==> src/rtl/seq_det_pkg.sv <==
// -----------------------------------------------------------------------------
// seq_det_pkg
// Shared constants and elaboration-time helpers for the serial pattern detector.
//   MAX_PAT_LEN   : widest supported pattern
//   seq_det_next  : KMP transition (advance or fallback) for state s on bit x
//   seq_det_fail  : state to resume from after a full match when overlapping
// Patterns are passed zero-extended to MAX_PAT_LEN bits; bit len-1 is the
// first bit received.
// -----------------------------------------------------------------------------
package seq_det_pkg;

    localparam int MAX_PAT_LEN = 16;

    function automatic logic pat_bit(input logic [MAX_PAT_LEN-1:0] pattern, input int i);
        logic [MAX_PAT_LEN-1:0] t;
        t = pattern >> i;
        return t[0];
    endfunction

    // Longest proper prefix of the pattern that is a suffix of
    // (first s pattern bits, then x). Covers the advance case too, since the
    // full s+1 prefix is then itself such a suffix.
    function automatic int seq_det_next(input logic [MAX_PAT_LEN-1:0] pattern,
                                        input int len, input int s, input logic x);
        int   best;
        int   idx;
        logic ok;
        logic b;
        best = 0;
        for (int k = 1; k < MAX_PAT_LEN; k++) begin
            if (k < len && k <= s + 1) begin
                ok = 1'b1;
                for (int j = 0; j < MAX_PAT_LEN; j++) begin
                    if (j < k) begin
                        idx = s + 1 - k + j;
                        b   = (idx == s) ? x : pat_bit(pattern, len - 1 - idx);
                        if (pat_bit(pattern, len - 1 - j) != b) ok = 1'b0;
                    end
                end
                if (ok) best = k;
            end
        end
        return best;
    endfunction

    function automatic int seq_det_fail(input logic [MAX_PAT_LEN-1:0] pattern, input int len);
        return seq_det_next(pattern, len, len - 1, pat_bit(pattern, 0));
    endfunction

endpackage

==> src/rtl/seq_det_counter.sv <==
// -----------------------------------------------------------------------------
// seq_det_counter
// Saturating match counter with synchronous clear.
//   clk     : clock
//   reset   : asynchronous active-high reset
//   clr_i   : synchronous clear (wins over inc_i)
//   inc_i   : count one match
//   count_o : current count, sticks at all-ones
// -----------------------------------------------------------------------------
module seq_det_counter #(
    parameter int CNT_W = 8
) (
    input  logic             clk,
    input  logic             reset,
    input  logic             clr_i,
    input  logic             inc_i,
    output logic [CNT_W-1:0] count_o
);

    logic [CNT_W-1:0] count_q, count_d;

    always_comb begin
        count_d = count_q;
        if (clr_i)
            count_d = '0;
        else if (inc_i && count_q != '1)
            count_d = count_q + 1'b1;
    end

    always_ff @(posedge clk or posedge reset) begin
        if (reset) count_q <= '0;
        else       count_q <= count_d;
    end

    assign count_o = count_q;

endmodule

==> src/rtl/seq_detector.sv <==
// -----------------------------------------------------------------------------
// seq_detector
// Mealy serial pattern detector with a registered one-cycle match pulse.
// Optional feature macro: SEQ_DET_COUNT_EN builds the saturating match
// counter and the match_count port.
//   clk         : clock
//   reset       : asynchronous active-high reset
//   clr         : synchronous clear of match state, pulse and counter
//   x, x_valid  : serial bit and its qualifier
//   z           : match pulse, high the cycle after the final pattern bit
//   match_count : saturating match count (SEQ_DET_COUNT_EN only)
//   state       : matched-prefix length, debug
// -----------------------------------------------------------------------------
module seq_detector
    import seq_det_pkg::*;
#(
    parameter int                 PAT_LEN = 4,
    parameter logic [PAT_LEN-1:0] PATTERN = 4'b1011,
    parameter bit                 OVERLAP = 1'b1,
    parameter int                 CNT_W   = 8
) (
    input  logic                       clk,
    input  logic                       reset,
    input  logic                       clr,
    input  logic                       x,
    input  logic                       x_valid,
    output logic                       z,
`ifdef SEQ_DET_COUNT_EN
    output logic [CNT_W-1:0]           match_count,
`endif
    output logic [$clog2(PAT_LEN)-1:0] state
);

    localparam int SW = $clog2(PAT_LEN);
    localparam logic [MAX_PAT_LEN-1:0] PAT_EXT  = MAX_PAT_LEN'(PATTERN);
    localparam int                     FAIL_LEN = seq_det_fail(PAT_EXT, PAT_LEN);
    localparam logic [SW-1:0]          LAST     = SW'(PAT_LEN - 1);

    if (PAT_LEN < 2 || PAT_LEN > MAX_PAT_LEN) begin : g_bad_len
        $fatal(1, "seq_detector: PAT_LEN %0d outside 2..%0d", PAT_LEN, MAX_PAT_LEN);
    end
    if (CNT_W < 1 || CNT_W > 32) begin : g_bad_cnt
        $fatal(1, "seq_detector: CNT_W %0d outside 1..32", CNT_W);
    end

    // Transition table, one entry per (state, bit), fixed at elaboration.
    logic [PAT_LEN-1:0][1:0][SW-1:0] nxt_tbl;

    for (genvar g = 0; g < PAT_LEN; g++) begin : g_nxt
        localparam int N0 = seq_det_next(PAT_EXT, PAT_LEN, g, 1'b0);
        localparam int N1 = seq_det_next(PAT_EXT, PAT_LEN, g, 1'b1);
        assign nxt_tbl[g][0] = SW'(N0);
        assign nxt_tbl[g][1] = SW'(N1);
    end

    logic [SW-1:0] s_q, s_d;
    logic          z_q, z_d;
    logic          hit;

    // clr dominates x_valid: no match is reported on a clearing cycle.
    always_comb begin
        s_d = s_q;
        hit = 1'b0;
        if (clr) begin
            s_d = '0;
        end else if (x_valid) begin
            s_d = nxt_tbl[s_q][x];
            if (s_q == LAST && x == PATTERN[0]) begin
                hit = 1'b1;
                s_d = OVERLAP ? SW'(FAIL_LEN) : '0;
            end
        end
        z_d = hit;
    end

    always_ff @(posedge clk or posedge reset) begin
        if (reset) begin
            s_q <= '0;
            z_q <= 1'b0;
        end else begin
            s_q <= s_d;
            z_q <= z_d;
        end
    end

    assign z     = z_q;
    assign state = s_q;

`ifdef SEQ_DET_COUNT_EN
    seq_det_counter #(.CNT_W(CNT_W)) u_cnt (
        .clk    (clk),
        .reset  (reset),
        .clr_i  (clr),
        .inc_i  (hit),
        .count_o(match_count)
    );
`endif

endmodule

==> config.mk <==
export PLATFORM = sky130hd
export DESIGN_NAME = seq_detector
export DESIGN_NICKNAME = d
export VERILOG_FILES = /design/src/rtl/seq_det_pkg.sv /design/src/rtl/seq_det_counter.sv /design/src/rtl/seq_detector.sv
export SDC_FILE = /design/constraint.sdc
export NUM_CORES = 1
export LEC_CHECK = 0
export BUFFER_PORTS_ARGS = -buffer_cell sky130_fd_sc_hd__buf_4
export CAP_MARGIN = 0
export CORE_AREA = 2 2 39 41
export CTS_BUF_LIST = sky130_fd_sc_hd__clkbuf_8 sky130_fd_sc_hd__clkbuf_16
export CTS_CLUSTER_SIZE = 40
export DETAILED_ROUTE_END_ITERATION = 8
export DIE_AREA = 0 0 41 43
export GPL_TIMING_DRIVEN = 0
export PLACE_DENSITY = 0.39
export SLEW_MARGIN = 20
export SYNTH_ARGS = -nofsm -noshare
export SYNTH_HDL_FRONTEND = slang
export SYNTH_HIERARCHICAL = 1
export SYNTH_SLANG_ARGS = --single-unit
export TNS_END_PERCENT = 1
==> constraint.sdc <==
create_clock -name clk -period 1.7 [get_ports clk]
set_input_delay 0.34 -clock clk [delete_from_list [all_inputs] [get_ports clk]]
set_output_delay 0.34 -clock clk [all_outputs]
set_load 0.02 [all_outputs]
==> results of run 1 <==
[through the flow]
| stage | area (sq um) | utilization (%) | setup WS, ns | power, mW |
|---|---|---|---|---|
| after detailed placement | 203.9 | 14.74 | 0.7711 | 0.09922 |
| after floorplan | 131.4 | - | 0.7896 | 0.08489 |
| final | 259.0 | 18.72 | 0.5813 | 0.2995 |
| after global routing | 259.0 | 18.72 | 0.5625 | 0.3129 |
| after CTS | 259.0 | 18.72 | 0.5780 | 0.3051 |
| after global placement | 203.9 | 14.74 | 0.7823 | 0.09824 |
[final cells by class]
| class | instances | area (sq um) | area share, % |
|---|---|---|---|
| repair buffers | 8 | 62.56 | 24.15 |
| clock buffers | 3 | 41.29 | 15.94 |
| well taps | 16 | 20.02 | 7.729 |
| flip-flops and latches | 3 | 75.07 | 28.99 |
| inverters | 3 | 11.26 | 4.348 |
| multi-input cells | 8 | 45.04 | 17.39 |
| clock inverters | 1 | 3.754 | 1.449 |
[sequential cells by signal, indices dropped and copies added (netlist names)]
signal / cells
state: 2
z: 1
[repair_timing]
item	CTS	global route
hold buffers	1	0
hold endpoints to repair	3	0
resized for setup	0	0
[power groups by stage]
| stage | Combinational, mW | Clock, mW | Sequential [mW] |
|---|---|---|---|
| 6_report | 0.0241 | 0.200 | 0.0756 |
| 5_1_grt | 0.0263 | 0.211 | 0.0758 |
| 4_1_cts | 0.0246 | 0.205 | 0.0756 |
| 3_5_place_dp | 0.0228 | 0 | 0.0764 |
| 3_3_place_gp | 0.0219 | 0 | 0.0763 |
| 2_1_floorplan | 0.00630 | 0 | 0.0786 |
[metal layers]
layer	part of all wire [%]	vias up	global-route usage [%]
li1	-	68	-
met1	44	56	4.531
met2	36	8	5.313
met3	19	0	3.141
met4	0	0	6.000
met5	0	-	0
[final timing paths]
check | from | end | depth (start not counted)
min in group asynchronous | reset | z | 3
max in group asynchronous | reset | state[1] | 3
hold reg to reg | state[1] | z | 2
hold / removal | clr | state[0] | 2
setup reg to reg | state[0] | state[1] | 3
setup / recovery | state[0] | state[0] | 1
[kinds of logic (layout without fill, tap and decap cells)]
logic type | Yosys count | count (layout)
AND/OR/NAND/NOR | 5 | 5
flip-flops | 3 | 3
buffers and inverters | 3 | 15
AO/OA/AOI/OAI | 2 | 2
multiplexers | 1 | 1
[cell usage after synthesis]
library cell,n
nor2_1,1
a31o_2,1
inv_1,3
o21ai_1,1
nor3_1,2
nand2_1,2
mux2i_1,1
dfrtp_1,3
==> results.toml, run 1 <==
[power_and_ir_drop]
combPwrFrac_pct = 8.0
p_int_mw = 0.2404
power_switching_mw = 0.05907
swShare_pct = 19.73
irDropWorstVdd_v = 0.0002481
power.density_nw_per_um2 = 1156
clockPowerShare_pct = 66.7
seqPwrFrac_pct = 25.3
static-leakage-power_nw = 0.1380

[die]
start_util_pct = 9.494
die_width_um = 41
fp.dieH_um = 43
die-area_sq_um = 1763
pin_count = 8
core_sq_um = 1384
rows = 14

[layout]
fin_cells = 42
fillCellCount = 160
n_antenna_cell = 0
drive_gt1_share_pct = 42.31
layout_commonest_cell = "buf_4"
layout_common_cells = "buf_4 (7), inv_1 (4), clkbuf_8 (3), dfrtp_1 (3)"
area_growth_pct = 97.14
nNetsFinal = 32

[timing]
drv_slew = 0
slew-limit-headroom_pct = 88.11
skew_ns = 0.0005807
finalSetupViolCount = 0
max_freq_mhz = 893.9
hold_ws_ns = 0.3079
worst_pin_slew_ns = 0.1770
rsz0062_at_grt = "no"
hold_viol_final = 0
finalCritPeriodShare_pct = 65.81
tns_ns = 0
period_needed_ns = 1.119

[drt]
routed_wl_um = 344
drt_iter0_drc = 1
dr.pass1.iters = 2
drc_errors = 0
via_per_inst = 3.143
post_drt_wl_per_cell_um = 8.190
ant_nets = 0
vias = 132

[yosys]
syn_area_sq_um = 131.4
yosys-top-cells-area = "dfrtp_1 (57%), inv_1 (8.6%), mux2i_1 (7.6%), nor3_1 (7.6%), a31o_2 (6.7%)"
synth_fa_ha_area_share_pct = 0
synthSimpleGateAreaFrac_pct = 16.19
synth_top_area_share_pct = 57.14
ys_types = 8
yosysSeqAreaShare_pct = 57.14
ys_warn_count = 6
synth_nets = 19
synth_xor_area_share_pct = 0
yosys_register_bits = 3
synth_top_family_by_area = "simple AND/OR/NAND/NOR gates"
synth.avg_cell_area_sq_um = 9.384
synth_area_leader_cell = "dfrtp_1"
synth_compound_area_share_pct = 10.48
muxShareOfSynthArea_pct = 7.619
synthCells = 14

[worst_setup_path]
path_buf_inv = 1
slowest_delay_ns = 0.39
critical_path.cell_chain = "buf_4"
worst_path_max_delay_cell = "dfrtp_1"
cp.arrival_ns = 0.78
cp.required_ns = 1.36
crit_fanout = 4
start_kind = "flop"
ff2ff_setup_slack_ns = 0.84
crit_family = "flip-flops"
setup.worst_path.end_class = "output port"
crit_type = "reg -> out"

[grt]
grt_antenna_before_repair = 0
first_global_vias = 137
grt_pass1_wl_um = 476
grt_max_degree = 5
gr-total-overflow = 0
grt_usage_pct = 4.628

[clock_tree]
clock-sinks = 3
cts_tree = "yes"
clkTransAtPathRegs_ns = 0.03
postCtsSetupBuffers = 0
cts_made_buffers = 3
htreeDepth = 1
clockBufferDepth = 2
cts_root_buf = "clkbuf_8"
clkLatencyLatePin_ns = 0.21

[placed_design]
globalplace.congestion = 0.5498
port_buffers = 7
placed_cells = 37
hpwl_um = 278.4

[job]
cap_viol_max_count = 0

[worst_hold_path]
hold_path.class = "in -> reg"

[run_status]
status = "finished, final reports clean"
Note: power is estimated with default switching activity, not from simulation.
==> run 2, diff against run 1 <==
--- a/config.mk
+++ b/config.mk
@@ -5,6 +5,7 @@
 export SDC_FILE = /design/constraint.sdc
 export NUM_CORES = 1
 export LEC_CHECK = 0
+export ABC_AREA = 1
 export BUFFER_PORTS_ARGS = -buffer_cell sky130_fd_sc_hd__buf_4
 export CAP_MARGIN = 0
 export CORE_AREA = 2 2 39 41
@@ -13,7 +14,7 @@
 export DETAILED_ROUTE_END_ITERATION = 8
 export DIE_AREA = 0 0 41 43
 export GPL_TIMING_DRIVEN = 0
-export PLACE_DENSITY = 0.39
+export PLACE_DENSITY = 0.4
 export SLEW_MARGIN = 20
 export SYNTH_ARGS = -nofsm -noshare
 export SYNTH_HDL_FRONTEND = slang
==> constraint.sdc (replaced) <==
create_clock -name clk -period 1.1 [get_ports clk]
set_input_delay 0.22 -clock clk [delete_from_list [all_inputs] [get_ports clk]]
set_output_delay 0.22 -clock clk [all_outputs]
set_load 0.02 [all_outputs]
==> run 2 against run 1 <==
Power rose by 56%; synthesized cell count rose by 36%; via count rose by 8.3%; combinational power rose by 66%; critical path depth did not move; worst hold slack got worse by 0.12 ns; worst setup slack got worse by 0.49 ns; cell area rose by 3.4%; register-to-register slack got worse by 0.48 ns; core utilization rose by 0.63 points; cell count rose by 12%; clock power rose by 54%.
==> results.toml, run 2 <==
[run_status]
status = "finished, final reports clean"

[yosys]
yosys_register_bits = 3
synthSimpleGateAreaFrac_pct = 38.39
synth_nets = 24
synth.avg_cell_area_sq_um = 7.375
synth_area_leader_cell = "dfrtp_1"
muxShareOfSynthArea_pct = 0
synth_common_cells = "nand2_1 (9), dfrtp_1 (3), inv_1 (3)"
synthCells = 19
ys_types = 7
synth_xor_area_share_pct = 0
synth_top_family_by_area = "simple AND/OR/NAND/NOR gates"
ys_warn_count = 6
yosys-top-cells-area = "dfrtp_1 (54%), nand2_1 (24%), inv_1 (8.0%), nor2_2 (4.5%), nand3_1 (3.6%)"
synth_compound_area_share_pct = 0
synth-edff-count = 0
synth_fa_ha_area_share_pct = 0
async_reset_ff_share_pct = 100.0
syn_area_sq_um = 140.1
synthMostInstantiatedCell = "nand2_1"
ys.flop_type = "dfrtp_1"
yosysSeqAreaShare_pct = 53.57
synth_top_area_share_pct = 53.57

[clock_tree]
clockBufferDepth = 2
cts_tree = "yes"
clkLatencyLatePin_ns = 0.21
cts_made_buffers = 3
cts_root_buf = "clkbuf_8"
htreeDepth = 1
clkTransAtPathRegs_ns = 0.03
clock-sinks = 3
postCtsSetupBuffers = 0

[power_and_ir_drop]
p_int_mw = 0.3726
static-leakage-power_nw = 0.1485
swShare_pct = 20.33
power.total_mw = 0.4676
power.density_nw_per_um2 = 1747
clockPowerShare_pct = 66.1
combPwrFrac_pct = 8.6
seqPwrFrac_pct = 25.3
power_switching_mw = 0.09507
irDropWorstVdd_v = 0.0005832

[placed_design]
globalplace.congestion = 0.7135
port_buffers = 7
hpwl_um = 255.7
postPlaceCellArea_sq_um = 212.7
placed_cells = 42

[grt]
grt_usage_pct = 5.321
grt_max_degree = 5
gr-total-overflow = 0
grt_antenna_before_repair = 0
first_global_vias = 145
grt_pass1_wl_um = 565

[die]
rows = 14
die-area_sq_um = 1763
pin_count = 8
fp.dieH_um = 43
core_sq_um = 1384
start_util_pct = 10.13
die_width_um = 41

[layout]
drive_gt1_share_pct = 35.48
area_growth_pct = 91.07
nNetsFinal = 37
layout_commonest_cell = "nand2_1"
n_antenna_cell = 0
largest_reg_flops = 2
fin_area_sq_um = 267.8
fin_cells = 47
layout_common_cells = "nand2_1 (9), buf_4 (7), inv_1 (4), clkbuf_8 (3), dfrtp_1 (3)"

[drt]
vias = 143
ant_nets = 0
dr.pass1.iters = 2
post_drt_wl_per_cell_um = 7.319
routed_wl_um = 344
via_per_inst = 3.043
drt_iter0_drc = 1
drc_errors = 0

[timing]
drv_slew = 0
period_needed_ns = 1.005
worst_pin_slew_ns = 0.1641
finalCritPeriodShare_pct = 91.34
rsz0062_at_grt = "no"
slew-limit-headroom_pct = 88.98
max_freq_mhz = 995.3
finalSetupViolCount = 0
tns_ns = 0
hold_viol_final = 0
skew_ns = 0.002952

[worst_setup_path]
crit_family = "flip-flops"
setup.worst_path.end_class = "output port"
cp.arrival_ns = 0.78
path_buf_inv = 1
slowest_delay_ns = 0.40
cp.required_ns = 0.88
crit_type = "reg -> out"
critical_path.cell_chain = "buf_4"
crit_fanout = 4
worst_path_max_delay_cell = "dfrtp_1"
start_kind = "flop"

[worst_hold_path]
hold_path.class = "in -> reg"

[job]
cap_viol_max_count = 0
-- run 2: cell types whose count changed after synthesis --
cell,delta
nand2_1,+7
a31o_2,-1
mux2i_1,-1
nand3_1,+1
nor2_2,+1
nor3_1,-1
o21ai_1,-1
-- run 2: final timing paths --
path / from / end / slack (ns) / cells after the start
hold / removal: clr / z / 0.19 / 2
setup / recovery: state[0] / state[0] / 0.1 / 1
min in group asynchronous: reset / z / 0.43 / 3
max in group asynchronous: reset / state[1] / 0.53 / 3
hold reg to reg: state[1] / state[1] / 0.53 / 2
setup reg to reg: state[0] / z / 0.36 / 2
-- run 2: layout make-up --
cell class,count,area [sq um]
clock buffers,3,41.29
clock inverters,1,3.754
well taps,16,20.02
flip-flops and latches,3,75.07
fillers,155,1116
multi-input cells,13,53.80
inverters,3,11.26
repair buffers,8,62.56
-- run 2: logic make-up after synthesis --
kind of cell,after synthesis
buf+inv,3
flops,3
simple gates,13
-- run 2: layer usage --
layer  vias up  track usage, %  wire length [um]
li1         80               -                 -
met1        54           6.752               156
met2         9           5.313               115
met3         0           7.853                72
met4         0               0                 0
met5         -               0                 0
-- run 2: power groups by stage --
stage	clock, mW	sequential [mW]	combinational, mW
floorplan	0	0.123	0.0115
global placement	0	0.120	0.0373
detailed placement	0	0.120	0.0377
CTS	0.320	0.118	0.0407
global route	0.333	0.120	0.0449
finish	0.309	0.119	0.0401
-- run 2: through the flow --
step           utilization, %  hold slack [ns]  worst slack, ns
6_report                19.35           0.1902          0.09526
5_1_grt                 19.35           0.1935          0.05586
4_1_cts                 19.35           0.1930          0.08651
3_5_place_dp            15.37           0.1002           0.3194
3_3_place_gp            15.37          0.09967           0.3194
2_1_floorplan               -         -0.02636           0.3043
-- run 2: what timing repair did --
| action | 4_1_cts | 5_1_grt |
|---|---|---|
| resized for setup | 0 | 0 |
| setup endpoints to repair | 0 | 0 |
| hold buffers | 1 | 0 |
| endpoints found under the hold margin | 3 | 0 |
==> run 3, diff against run 2 <==
--- a/config.mk
+++ b/config.mk
@@ -6,15 +6,15 @@
 export NUM_CORES = 1
 export LEC_CHECK = 0
 export ABC_AREA = 1
-export BUFFER_PORTS_ARGS = -buffer_cell sky130_fd_sc_hd__buf_4
 export CAP_MARGIN = 0
 export CORE_AREA = 2 2 39 41
-export CTS_BUF_LIST = sky130_fd_sc_hd__clkbuf_8 sky130_fd_sc_hd__clkbuf_16
-export CTS_CLUSTER_SIZE = 40
+export CTS_BUF_LIST = sky130_fd_sc_hd__clkbuf_16
+export CTS_CLUSTER_SIZE = 12
 export DETAILED_ROUTE_END_ITERATION = 8
 export DIE_AREA = 0 0 41 43
+export DONT_BUFFER_PORTS = 1
 export GPL_TIMING_DRIVEN = 0
-export PLACE_DENSITY = 0.4
+export PLACE_DENSITY = 0.35
 export SLEW_MARGIN = 20
 export SYNTH_ARGS = -nofsm -noshare
 export SYNTH_HDL_FRONTEND = slang
==> run 3 against run 2 <==
Clock skew is 0.0026 ns lower; register-to-register slack worse by 0.15 ns; worst setup slack better by 0.071 ns; critical path depth is 1 lower; sequential power is 3% higher; core utilization is 1.4 points lower; first-iteration DRC count grew to 3.0 times the previous value; via count is 13% lower; power is 52% higher; non-clock buffer count is 7 lower; critical path type unchanged; critical endpoint is now state[1]; largest power group unchanged.
==> results.toml, run 3 (synthesis results as in run 2) <==
[run_status]
status = "finished, final reports clean"

[layout]
largest_reg_flops = 2
drive_gt1_share_pct = 16.67
area_growth_pct = 77.68
multi_input_area_sq_um = 53.80
fin_util_pct = 17.99
nNetsFinal = 30
n_antenna_cell = 0
fillCellCount = 160
layout_commonest_cell = "nand2_1"
layout_common_cells = "nand2_1 (9), inv_1 (4), clkbuf_16 (3), dfrtp_1 (3)"
fin_cells = 40
regArea_sq_um = 75.07

[clock_tree]
cts-resized-gates = 0
postCtsSetupBuffers = 0
clkTransAtPathRegs_ns = 0.03
postCtsHoldBufs = 1
clkLatencyLatePin_ns = 0.22
clock-sinks = 3
cts_tree = "yes"
clockBufferDepth = 2
cts_root_buf = "clkbuf_16"
cts_made_buffers = 3
htreeDepth = 1

[timing]
drv_slew = 0
slew-limit-headroom_pct = 81.14
tns_ns = 0
setup_ws_ns = 0.1658
period_needed_ns = 0.9342
skew_ns = 0.0003737
hold_viol_final = 0
finalSetupViolCount = 0
rsz0062_at_grt = "no"
max_freq_mhz = 1070
hold_ws_ns = 0.07341
finalCritPeriodShare_pct = 84.93
worst_pin_slew_ns = 0.2829

[worst_setup_path]
cp.arrival_ns = 0.71
setup.worst_path.end_class = "output port"
crit_type = "reg -> out"
crit_fanout = 4
cp.required_ns = 0.88
start_kind = "flop"

[die]
start_util_pct = 10.13
die_width_um = 41
core_sq_um = 1384
rows = 14
die-area_sq_um = 1763
pin_count = 8
fp.dieH_um = 43

[drt]
vias = 124
dr.pass1.iters = 2
ant_nets = 0
via_per_inst = 3.100
post_drt_wl_per_cell_um = 9.450
drt_iter0_drc = 3
drc_errors = 0
routed_wl_um = 378

[grt]
gr-total-overflow = 0
first_global_vias = 157
grt_usage_pct = 5.906
grt_max_degree = 5
grt_pass1_wl_um = 641
grt_antenna_before_repair = 0

[power_and_ir_drop]
irDropWorstVdd_v = 0.0003380
power.density_nw_per_um2 = 2862
static-leakage-power_nw = 0.1286

[placed_design]
port_buffers = 0
globalplace.congestion = 0.5431
placed_cells = 35
hpwl_um = 257.4
place_worst_setup_slack_ns = 0.1934

[worst_hold_path]
hold_path.class = "in -> reg"

[job]
cap_viol_max_count = 0
## run 3: changes by cell type in the layout (fill, tap and decap cells not counted), sizes merged
cell and change:
buf -7
## run 3: path summary, 6_finish.rpt
path | startpoint | end | slack [ns] | cells after the start
setup / recovery | state[1] | state[1] | 0.17 | 0
hold / removal | clr | z | 0.07 | 1
setup reg to reg | state[0] | z | 0.21 | 2
hold reg to reg | state[1] | z | 0.65 | 2
max in group asynchronous | reset | state[0] | 0.67 | 2
min in group asynchronous | reset | z | 0.30 | 2
## run 3: power breakdown
| part | internal (mW) | switching, mW |
|---|---|---|
| Combinational | 0.00717 | 0.00873 |
| Sequential | 0.115 | 0.00868 |
| Clock | 0.469 | 0.104 |
## run 3: per-layer routing
metal,wire (um),track usage (%)
met5,0,0
met4,0,4.000
met3,71,5.236
met2,159,7.813
met1,148,5.732
## run 3: area by class of cell
class	count	share of cell area, %
Clock buffer	3	30.15
Clock inverter	1	1.508
Inverter	3	4.523
Multi-Input combinational cell	13	21.61
Sequential cell	3	30.15
Tap cell	16	8.040
Timing Repair Buffer	1	4.020
## run 3: through the flow
stage | power (mW) | instance area [sq um]
final | 0.7125 | 249.0
after floorplan | 0.1350 | 140.1
after CTS | 0.7278 | 249.0
after detailed placement | 0.1382 | 160.2
after global placement | 0.1372 | 160.2
after global routing | 0.7432 | 249.0
